**src/rtl/cpu_pkg.sv**
```systemverilog
// Shared CPU definitions: fetch FSM state encoding and instruction size encoding.
package cpu_pkg;

   typedef enum logic [2:0] {
      ST_ISSUE0,
      ST_CAP0,
      ST_CAP1,
      ST_CAP2,
      ST_HOLD,
      ST_ADVANCE
   } fetch_state_e;

   localparam int SIZE_FIELD_MSB = 7;
   localparam int SIZE_FIELD_LSB = 6;

   // Raw size field values found in opcode[7:6].
   localparam logic [1:0] SIZE_CODE_1B   = 2'b00;
   localparam logic [1:0] SIZE_CODE_2B   = 2'b01;
   localparam logic [1:0] SIZE_CODE_3B   = 2'b10;
   localparam logic [1:0] SIZE_CODE_RSVD = 2'b11;

   // Instruction length in bytes as seen by the PC and decoder.
   localparam logic [1:0] SIZE_1 = 2'd1;
   localparam logic [1:0] SIZE_2 = 2'd2;
   localparam logic [1:0] SIZE_3 = 2'd3;

endpackage

```
**src/rtl/instr_size_decode.sv**
```systemverilog
// Maps an opcode to its instruction length in bytes (1..3); shared with the decoder.
module instr_size_decode
   import cpu_pkg::*;
#(
   parameter int DATA_WIDTH = 8
) (
   input  logic [DATA_WIDTH-1:0] opcode,
   output logic [1:0]            size
);

   // Only the size field matters; the remaining opcode bits are reduced away here.
   logic unused_bits;
   assign unused_bits = ^opcode;

   always_comb begin
      case (opcode[SIZE_FIELD_MSB:SIZE_FIELD_LSB])
         SIZE_CODE_1B:   size = SIZE_1;
         SIZE_CODE_2B:   size = SIZE_2;
         SIZE_CODE_3B:   size = SIZE_3;
         SIZE_CODE_RSVD: size = SIZE_1;
         default:        size = SIZE_1;
      endcase
   end

endmodule

```
**src/rtl/instr_fetch_unit.sv**
```systemverilog
// Fetch stage: reads 1-3 instruction bytes at the PC, presents them over valid/ready,
// and releases the PC (pc_halt low for one cycle) once per accepted instruction.
module instr_fetch_unit
   import cpu_pkg::*;
#(
   parameter int ADDR_WIDTH = 9,
   parameter int DATA_WIDTH = 8
) (
   input  logic                  clk,
   input  logic                  rst,
   input  logic [ADDR_WIDTH-1:0] pc,
   output logic                  pc_halt,
   output logic [1:0]            instr_size,
   output logic [ADDR_WIDTH-1:0] mem_addr,
   output logic                  mem_rd_en,
   input  logic [DATA_WIDTH-1:0] mem_rdata,
   output logic                  instr_valid,
   input  logic                  instr_ready,
   output logic [DATA_WIDTH-1:0] opcode,
   output logic [DATA_WIDTH-1:0] operand0,
   output logic [DATA_WIDTH-1:0] operand1
);

   fetch_state_e          state_q, state_d;
   logic [DATA_WIDTH-1:0] opcode_q, opcode_d;
   logic [DATA_WIDTH-1:0] operand0_q, operand0_d;
   logic [DATA_WIDTH-1:0] operand1_q, operand1_d;
   logic [1:0]            size_q, size_d;
   logic                  pc_halt_q, pc_halt_d;
   logic                  instr_valid_q, instr_valid_d;
   logic                  rd_en;
   logic [1:0]            byte_idx;
   logic [1:0]            rdata_size;

   instr_size_decode #(.DATA_WIDTH(DATA_WIDTH)) u_size_decode (
      .opcode (mem_rdata),
      .size   (rdata_size)
   );

   always_comb begin
      // NOTE: every signal assigned below gets a default first so no path leaves it unassigned (no latch).
      state_d    = state_q;
      opcode_d   = opcode_q;
      operand0_d = operand0_q;
      operand1_d = operand1_q;
      size_d     = size_q;
      rd_en      = 1'b0;
      byte_idx   = 2'd0;
      case (state_q)
         ST_ISSUE0: begin
            rd_en   = 1'b1;
            state_d = ST_CAP0;
         end
         ST_CAP0: begin
            // Clearing operands here makes unused operand bytes read 0 while held.
            opcode_d   = mem_rdata;
            size_d     = rdata_size;
            operand0_d = '0;
            operand1_d = '0;
            if (rdata_size != SIZE_1) begin
               rd_en    = 1'b1;
               byte_idx = 2'd1;
               state_d  = ST_CAP1;
            end else begin
               state_d = ST_HOLD;
            end
         end
         ST_CAP1: begin
            operand0_d = mem_rdata;
            if (size_q == SIZE_3) begin
               rd_en    = 1'b1;
               byte_idx = 2'd2;
               state_d  = ST_CAP2;
            end else begin
               state_d = ST_HOLD;
            end
         end
         ST_CAP2: begin
            operand1_d = mem_rdata;
            state_d    = ST_HOLD;
         end
         ST_HOLD: begin
            if (instr_ready) state_d = ST_ADVANCE;
         end
         ST_ADVANCE: state_d = ST_ISSUE0;
         default:    state_d = ST_ISSUE0;
      endcase
      pc_halt_d     = (state_d != ST_ADVANCE);
      instr_valid_d = (state_d == ST_HOLD);
   end

   always_ff @(posedge clk or posedge rst) begin
      if (rst) begin
         state_q       <= ST_ISSUE0;
         opcode_q      <= '0;
         operand0_q    <= '0;
         operand1_q    <= '0;
         size_q        <= SIZE_1;
         pc_halt_q     <= 1'b1;
         instr_valid_q <= 1'b0;
      end else begin
         // NOTE: non-blocking assignments so every flop samples pre-edge values regardless of order.
         state_q       <= state_d;
         opcode_q      <= opcode_d;
         operand0_q    <= operand0_d;
         operand1_q    <= operand1_d;
         size_q        <= size_d;
         pc_halt_q     <= pc_halt_d;
         instr_valid_q <= instr_valid_d;
      end
   end

   // Reads are suppressed while rst is held so the reset state presents an idle memory port.
   assign mem_rd_en   = rd_en & ~rst;
   assign mem_addr    = pc + ADDR_WIDTH'(byte_idx);
   assign pc_halt     = pc_halt_q;
   assign instr_valid = instr_valid_q;
   assign instr_size  = size_q;
   assign opcode      = opcode_q;
   assign operand0    = operand0_q;
   assign operand1    = operand1_q;

endmodule

```
**config.mk**
```make
export PLATFORM = sky130hd
export DESIGN_NAME = instr_fetch_unit
export DESIGN_NICKNAME = d
export VERILOG_FILES = /design/src/rtl/cpu_pkg.sv /design/src/rtl/instr_size_decode.sv /design/src/rtl/instr_fetch_unit.sv
export SDC_FILE = /design/constraint.sdc
export NUM_CORES = 1
export LEC_CHECK = 0
export CORE_MARGIN = 1
export CORE_UTILIZATION = 35
export DETAILED_ROUTE_END_ITERATION = 8
export GPL_TIMING_DRIVEN = 0
export MAX_ROUTING_LAYER = met4
export PLACE_DENSITY = 0.77
export SYNTH_ARGS = -nofsm -noshare
export SYNTH_HDL_FRONTEND = slang
export SYNTH_SLANG_ARGS = --single-unit
export TNS_END_PERCENT = 20
```
**constraint.sdc**
```tcl
create_clock -name clk -period 4.5 [get_ports clk]
set_clock_uncertainty 0.05 [all_clocks]
set_input_delay 1.125 -clock clk [delete_from_list [all_inputs] [get_ports clk]]
set_output_delay 1.125 -clock clk [all_outputs]
set_load 0.05 [all_outputs]
```
==> impl_table.tex, run 1 <==
\begin{tabular}{lr}
\hline
Metric & Value \\
\hline
\multicolumn{2}{l}{\textbf{Placement}} \\
Post-DP HPWL & 2550 um \\
Cell total after placement & $\sim$240 \\
Placement Cell Area & between 0.002 and 0.0025 mm\^{}2 \\
Buffers added on ports & 57 \\
Last weighted congestion value of the routability-driven placer & between 0.8 and 0.9 \\
Pre-CTS setup slack & -0.739 ns \\
\multicolumn{2}{l}{\textbf{Global route}} \\
First-pass GRT wire length & between 5000 and 6000 um \\
Via count of the first global-routing pass & around 1.2k \\
Grt ovf & 0 \\
GRT Total Usage & between 10\% and 20\% \\
Largest net degree at the start of global routing & 32 \\
Initial antenna violation count & 0 \\
\multicolumn{2}{l}{\textbf{Finish}} \\
Final instance area & between 0.002 and 0.0025 mm\^{}2 \\
Share of post-route cells with drive strength above 1 & 14.4\% \\
Final standard cell count with taps included and fillers excluded & approximately 250 \\
Area grow syn2layout & 50.3\% \\
Number of nets in the layout & 225 \\
\# diodes & 0 \\
\multicolumn{2}{l}{\textbf{Worst setup path}} \\
Type of origin of the critical path & primary input \\
Worst Path Class, Setup & in -> out \\
Req. time, crit path & between 3 and 4 ns \\
Category of the worst setup path capture point & output port \\
Maximum net fanout on the critical path & 3 \\
Arrival @ worst endpoint & between 3 and 4 ns \\
\multicolumn{2}{l}{\textbf{Floorplan}} \\
Core area & between 0.004 and 0.005 mm\^{}2 \\
Die height & 67.2 um \\
Boundary Pins & between 50 and 60 \\
Standard-cell row count & 23 \\
Floorplan die area & about 0.0045 mm\^{}2 \\
Starting utilization of the core area & $\sim$37\% \\
Die outline width & roughly 67 um \\
\multicolumn{2}{l}{\textbf{Route}} \\
ANT nets after route & 0 \\
Total iterations of the first detailed-routing run & 4 \\
WL final & between 3000 and 4000 um \\
Per-cell routed wire length & 13.6 um \\
Total number of vias & between 1k and 1.5k \\
Number of vias per cell & $\sim$5.0 \\
Count of routing violations after the opening detailed-route iteration & between 40 and 50 \\
Number of DRC violations after detailed routing & 0 \\
\multicolumn{2}{l}{\textbf{STA}} \\
Clock period minus worst slack & between 4 and 5 ns \\
Final Cycle Share & 96.1\% \\
Unrepaired setup endpoints after global routing & false \\
Total count of max-transition violations in the final report & 0 \\
Crit path setup slack, layout & about 0.18 ns \\
Tightest slew margin relative to the limit & 23.4\% \\
Fmax & between 200 and 250 MHz \\
Accumulated negative setup slack & 0 ns \\
Final-layout worst hold slack & between 0.4 and 0.5 ns \\
Final Setup Violations & 0 \\
Measured slew at the worst slew-check pin & 1.15 ns \\
Final-report hold violation count & 0 \\
\multicolumn{2}{l}{\textbf{Logic synthesis}} \\
Number of different library cells in the post-synthesis netlist & 30 \\
Yosys warning total & 0 \\
FF+latch count, synth & 31 \\
Mean cell area of the mapped netlist & 10.8 um\^{}2 \\
Number of standard cells after synthesis & 137 \\
Seq/Total Area, Yosys & between 50\% and 60\% \\
Summed instance area of the synthesized netlist & 0.00149 mm\^{}2 \\
Net count after synthesis & $\sim$160 \\
\multicolumn{2}{l}{\textbf{CTS}} \\
Clock-pin slew on the worst setup and hold paths & around 0.060 ns \\
Root buffer selected by CTS & clkbuf\_8 \\
TritonCTS Sinks & 31 \\
Clock network latency to the later pin of the worst-skew pair & 0.28 ns \\
Deepest level of the CTS H-tree & 2 \\
TritonCTS clock tree & built \\
Maximum count of clock buffers along a single path & 2 \\
Num CTS Buffers & 5 \\
\multicolumn{2}{l}{\textbf{Hold path}} \\
Path category of the worst min-delay check & reg -> reg \\
\multicolumn{2}{l}{\textbf{Pwr}} \\
Peak supply drop & 0.000484 V \\
Leakage power summed over all cells & approximately 0.0010 uW \\
Total power divided by cell area & 872 mW/mm\^{}2 \\
\multicolumn{2}{l}{\textbf{Outcome}} \\
Outcome & finished clean \\
\multicolumn{2}{l}{\textbf{Flow run}} \\
Max capacitance violation total & 0 \\
\hline
\end{tabular}
## final cells by class
cell class / instances / area [um^2]
multi-input combinational: 95 / 663
fill: 364 / 1800
buffer: 9 / 47.5
timing repair buffer: 57 / 557
clock buffer: 6 / 82.6
inverter: 2 / 7.51
clock inverter: 2 / 35.0
sequential: 31 / 778
tap: 50 / 62.6
## flip-flops by register name, summed over array words and instances, names as in the netlist
signal,cells
opcode,8
operand1,8
state_q,3
pc_halt,1
instr_size,2
instr_valid,1
operand0,8
## worst paths after layout
kind	from	endpoint	slack (ns)	cells after the start
min in group asynchronous	rst	instr_size[1]$_DFFE_PP0P_	1.43	2
min	operand1[0]$_DFFE_PP0P_	operand1[0]$_DFFE_PP0P_	0.43	2
max	mem_rdata[7]	mem_addr[8]	0.18	10
max reg2reg	state_q[0]$_DFF_PP0_	opcode[0]$_DFFE_PP0P_	2.89	5
min reg2reg	operand1[0]$_DFFE_PP0P_	operand1[0]$_DFFE_PP0P_	0.43	2
max in group asynchronous	rst	operand1[7]$_DFFE_PP0P_	2.27	2
## where the power goes
| group | switching (uW) | leakage [uW] | internal (uW) | total, uW |
|---|---|---|---|---|
| logic | 745 | 0.000560 | 422 | 1170 |
| registers | 82.0 | 0.000397 | 414 | 496 |
| clock network | 105 | 0.0000612 | 179 | 284 |
## stage by stage
stage | utilization (%) | power [uW]
3_5_place_dp | 52.6 | 1680
6_report | 55.4 | 1950
5_1_grt | 55.4 | 2050
2_1_floorplan | - | 1310
3_3_place_gp | 52.6 | 1660
4_1_cts | 55.4 | 1960
## synthesized netlist by cell type
library cell / number / share of area (%)
buf_2: 2 / 0.67
a21o_1: 4 / 2.0
nor2_1: 5 / 1.3
dfrtp_1: 29 / 49
ha_1: 3 / 2.5
a21oi_1: 1 / 0.34
a22o_1: 16 / 9.4
nor3_1: 2 / 0.67
buf_6: 1 / 0.76
xnor2_1: 4 / 2.4
o22ai_1: 1 / 0.42
buf_4: 1 / 0.51
nand4_1: 2 / 0.84
mux2_2: 3 / 2.3
or2_2: 1 / 0.42
nand2_1: 23 / 5.8
xor2_1: 3 / 1.8
nand3_1: 3 / 1.0
and3_1: 1 / 0.42
or3b_1: 1 / 0.59
fa_1: 1 / 1.3
clkbuf_1: 4 / 1.0
dfstp_2: 2 / 3.5
o21ai_0: 12 / 4.0
nand2b_1: 3 / 1.3
inv_1: 2 / 0.51
mux2_4: 4 / 4.0
o22a_1: 1 / 0.59
buf_1: 1 / 0.25
nor3b_1: 1 / 0.51
## routing by layer
layer,share of wire (%),global-route usage [%]
met1,47,21.7
met5,0,-
met3,4.5,3.55
met2,46,26.1
met4,2.5,7.45
## cells in the final DEF, fill, tap and decap left out, types with 2 or more instances in the layout
cell type        netlist  layout
buf_4                  1       2
buf_2                  2       4
mux2_2                 3       3
nand2_1               23      23
a22o_1                16      16
xnor2_1                4       4
dlygate4sd2_1          0       5
a21o_1                 4       4
dfstp_2                2       2
nor2_1                 5       5
clkbuf_1               4       4
xor2_1                 3       3
clkdlybuf4s50_1        0      46
ha_1                   3       3
clkbuf_8               0       6
nand2b_1               3       3
inv_1                  2       2
o21ai_0               12      12
nand4_1                2       2
clkdlybuf4s15_2        0       2
dfrtp_1               29      29
nand3_1                3       2
mux2_4                 4       4
## cells by family (layout without fill, tap and decap cells)
kind of cell	after synthesis	in the layout	share of synthesized area (%)
AOI/OAI and AO/OA	35	35	16.8
xor gates and xnor gates	7	7	4.12
adders and majority gates	4	4	3.87
buffers and inverters	11	76	3.70
DFF	31	31	52.4
muxes	7	7	6.31
and+or+nand+nor	42	42	12.8
## critical path, cell delays in order
cell and delay, ns:
dlygate4sd2_1 0.29, inv_1 0.08, ha_1 0.33, nor2_1 0.15, ha_1 0.20, fa_1 0.23, nand3_2 0.13, nor3_2 0.22
xor2_1 0.17, buf_4 0.22
## what timing repair did
item / CTS / global route
pin swaps: 1 / 0
hold buffers: 0 / 0
endpoints found under the setup margin: 9 / 8
buffers inserted: 0 / 0
gates resized for setup: 29 / 1
No activity file was read; power rests on OpenSTA's default activity.
==> run 2, diff against run 1 <==
- GPL_TIMING_DRIVEN: 0 -> unset
==> run 2 against run 1 <==
Fmax fell by 1.4%. Global-route usage rose by 0.23 points. Routed wire length rose by 4.4%. Largest cell class unchanged. Largest power group unchanged.
==> impl_table.tex, run 2 (same netlist as run 1, synthesis figures left out) <==
\begin{tabular}{lr}
\hline
Metric & Value \\
\hline
\multicolumn{2}{l}{\textbf{Worst setup path}} \\
Slowest-stage cell, CP & clkdlybuf4s50\_1 \\
Biggest cell delay along the critical path & 0.44 ns (+0.11 ns) \\
Type of origin of the critical path & primary input \\
Crit Reg-Reg Startpoint & state\_q[0]\$\_DFF\_PP0\_ \\
Maximum net fanout on the critical path & 3 (unchanged) \\
Depth of the worst register-to-register path & 3 (-2) \\
Number of cells on the critical path & 9 (-1) \\
Req. time, crit path & 3.32 ns (about the same) \\
Capturing point of the worst reg2reg path & opcode[0]\$\_DFFE\_PP0P\_ \\
Cell Chain, Critical Path & clkdlybuf4s50\_1 > ha\_1 > nor2\_2 > ha\_2 > fa\_2 > nand3\_2 > nor3\_2 > xor2\_1 > clkbuf\_16 \\
End point of the critical path & mem\_addr[8] \\
Buf+Inv Stages, Crit Path & 2 (-1) \\
CP startpoint & mem\_rdata[6] \\
R2R Setup Slk & 2.68 ns (-0.21 ns) \\
Top Family by Delay on Critical Path & adder cells \\
Category of the worst setup path capture point & output port \\
Worst Path Class, Setup & in -> out \\
Arrival @ worst endpoint & 3.21 ns (+0.06 ns) \\
\multicolumn{2}{l}{\textbf{STA}} \\
Tightest slew margin relative to the limit & 46.0\% (+23 points) \\
Measured slew at the worst slew-check pin & 0.809 ns (-0.338 ns) \\
Final Cycle Share & 97.4\% (+1.4 points) \\
Final-report hold violation count & 0 (unchanged) \\
Clock period minus worst slack & 4.38 ns (+0.0609 ns) \\
Final Setup Violations & 0 (unchanged) \\
Crit path setup slack, layout & 0.116 ns (-0.0609 ns) \\
Total count of max-transition violations in the final report & 0 (unchanged) \\
Fmax & 228 MHz (-1.4\%) \\
Unrepaired setup endpoints after global routing & false \\
\multicolumn{2}{l}{\textbf{Finish}} \\
Commonest non-fill, non-tap cells in the layout & clkdlybuf4s50\_1, dfrtp\_1, nand2\_1, a22o\_1, o21ai\_0 \\
Commonest non-fill, non-tap cell in the layout & clkdlybuf4s50\_1 \\
Area grow syn2layout & 58.4\% \\
Number of fillers in the final layout & 346 (-4.9\%) \\
\# diodes & 0 (unchanged) \\
Share of post-route cells with drive strength above 1 & 20.0\% (+5.6 points) \\
Final core occ & 58.4\% (+3.0 points) \\
Final instance area & 0.00235 mm\^{}2 (+5.4\%) \\
Number of nets in the layout & 223 (-0.89\%) \\
Combined flip-flop and latch cell area & 778 um\^{}2 (unchanged) \\
Area occupied by multi-input gates & 671 um\^{}2 (+1.1\%) \\
\multicolumn{2}{l}{\textbf{Floorplan}} \\
Standard-cell row count & 23 (unchanged) \\
Starting utilization of the core area & 36.9\% (unchanged) \\
Die height & 67.2 um (unchanged) \\
Floorplan die area & 0.00451 mm\^{}2 (unchanged) \\
Die outline width & 67.2 um (unchanged) \\
Boundary Pins & 58 (unchanged) \\
Core area & 0.00403 mm\^{}2 (unchanged) \\
\multicolumn{2}{l}{\textbf{Route}} \\
Number of DRC violations after detailed routing & 0 (unchanged) \\
Total number of vias & 1239 (-1.6\%) \\
Number of vias per cell & 4.96 (-0.80\%) \\
Count of routing violations after the opening detailed-route iteration & 58 (+29\%) \\
Total iterations of the first detailed-routing run & 4 (unchanged) \\
Per-cell routed wire length & 14.3 um (+5.2\%) \\
WL final & 3570 um (+4.4\%) \\
ANT nets after route & 0 (unchanged) \\
\multicolumn{2}{l}{\textbf{Pwr}} \\
Peak supply drop & 0.000341 V (-30\%) \\
Total power divided by cell area & 836 mW/mm\^{}2 (-4.1\%) \\
Leakage power summed over all cells & 0.00106 uW (+4.5\%) \\
Sum of internal, switching and leakage power & 1970 uW (+1.2\%) \\
\multicolumn{2}{l}{\textbf{Placement}} \\
Pre-CTS setup slack & -0.0653 ns (+0.673 ns) \\
Last weighted congestion value of the routability-driven placer & 0.773 (-5.6\%) \\
Placement Cell Area & 0.00221 mm\^{}2 (+4.4\%) \\
Post-DP HPWL & 2610 um (+2.5\%) \\
Buffers added on ports & 57 (unchanged) \\
\multicolumn{2}{l}{\textbf{Flow run}} \\
Max capacitance violation total & 0 (unchanged) \\
\multicolumn{2}{l}{\textbf{CTS}} \\
Setup bufs post-CTS & 0 (unchanged) \\
TritonCTS Sinks & 31 (unchanged) \\
Clock-pin slew on the worst setup and hold paths & 0.06 ns (about the same) \\
TritonCTS clock tree & built \\
Root buffer selected by CTS & clkbuf\_8 \\
Count of hold-fix buffers inserted at cts & 0 (unchanged) \\
Deepest level of the CTS H-tree & 2 (unchanged) \\
Maximum count of clock buffers along a single path & 2 (unchanged) \\
Clock network latency to the later pin of the worst-skew pair & 0.28 ns (about the same) \\
Num CTS Buffers & 5 (unchanged) \\
\multicolumn{2}{l}{\textbf{Global route}} \\
GRT Total Usage & 17.3\% (+0.23 points) \\
Grt ovf & 0 (unchanged) \\
Via count of the first global-routing pass & 1191 (-4.4\%) \\
Largest net degree at the start of global routing & 24 (-25\%) \\
Initial antenna violation count & 0 (unchanged) \\
First-pass GRT wire length & 5580 um (+0.89\%) \\
\multicolumn{2}{l}{\textbf{Hold path}} \\
Number of stages on the worst hold path & 2 (unchanged) \\
Path category of the worst min-delay check & reg -> reg \\
\multicolumn{2}{l}{\textbf{Outcome}} \\
Outcome & finished clean \\
\hline
\end{tabular}
==> run 2: how the worst min path moves through the flow <==
stage / startpoint / to / slack, ns
floorplan: state_q[1]$_DFF_PP0_ / pc_halt$_DFF_PP1_ / 0.48
global placement: operand1[0]$_DFFE_PP0P_ / operand1[0]$_DFFE_PP0P_ / 0.41
detailed placement: operand1[7]$_DFFE_PP0P_ / operand1[7]$_DFFE_PP0P_ / 0.42
CTS: operand1[7]$_DFFE_PP0P_ / operand1[7]$_DFFE_PP0P_ / 0.44
global route: operand1[7]$_DFFE_PP0P_ / operand1[7]$_DFFE_PP0P_ / 0.46
finish: operand1[7]$_DFFE_PP0P_ / operand1[7]$_DFFE_PP0P_ / 0.43
==> run 2: where the power goes <==
part,internal [uW],leakage (uW),switching [uW]
Sequential,413,0.000397,130
Combinational,437,0.000607,707
Clock,179,0.0000612,104
==> run 2: tightest hold or removal path: stages (launching register included) <==
cell     delay [ns]
dfrtp_1        0.34
nand2_1        0.05
o21ai_0        0.06
==> run 2: per-layer routing <==
metal,up-vias,global-route usage [%],share of wire (%)
li1,600,-,-
met1,594,22.8,47
met2,43,25.3,48
met3,2,4.22,4.6
met4,0,7.18,0.50
met5,-,-,0
==> run 2: cell type report <==
cell class	instances	area share (%)
inverter	2	0.319
multi-input combinational	95	28.5
clock buffer	6	3.51
clock inverter	2	1.49
tap	50	2.66
timing repair buffer	64	30.5
sequential	31	33.0
==> run 2: repair_timing <==
action                                  CTS  global route
pin swaps                                 2             4
resized for setup                         5             3
endpoints found under the setup margin    2             3
==> run 2: per-stage QoR <==
step                      hold WS (ns)  cells  setup TNS, ns
after global routing             0.461    250              0
after detailed placement         0.422    242        -0.0653
after global placement           0.411    242       -0.00214
after floorplan                  0.480    137              0
after CTS                        0.435    250              0
final                            0.432    250              0
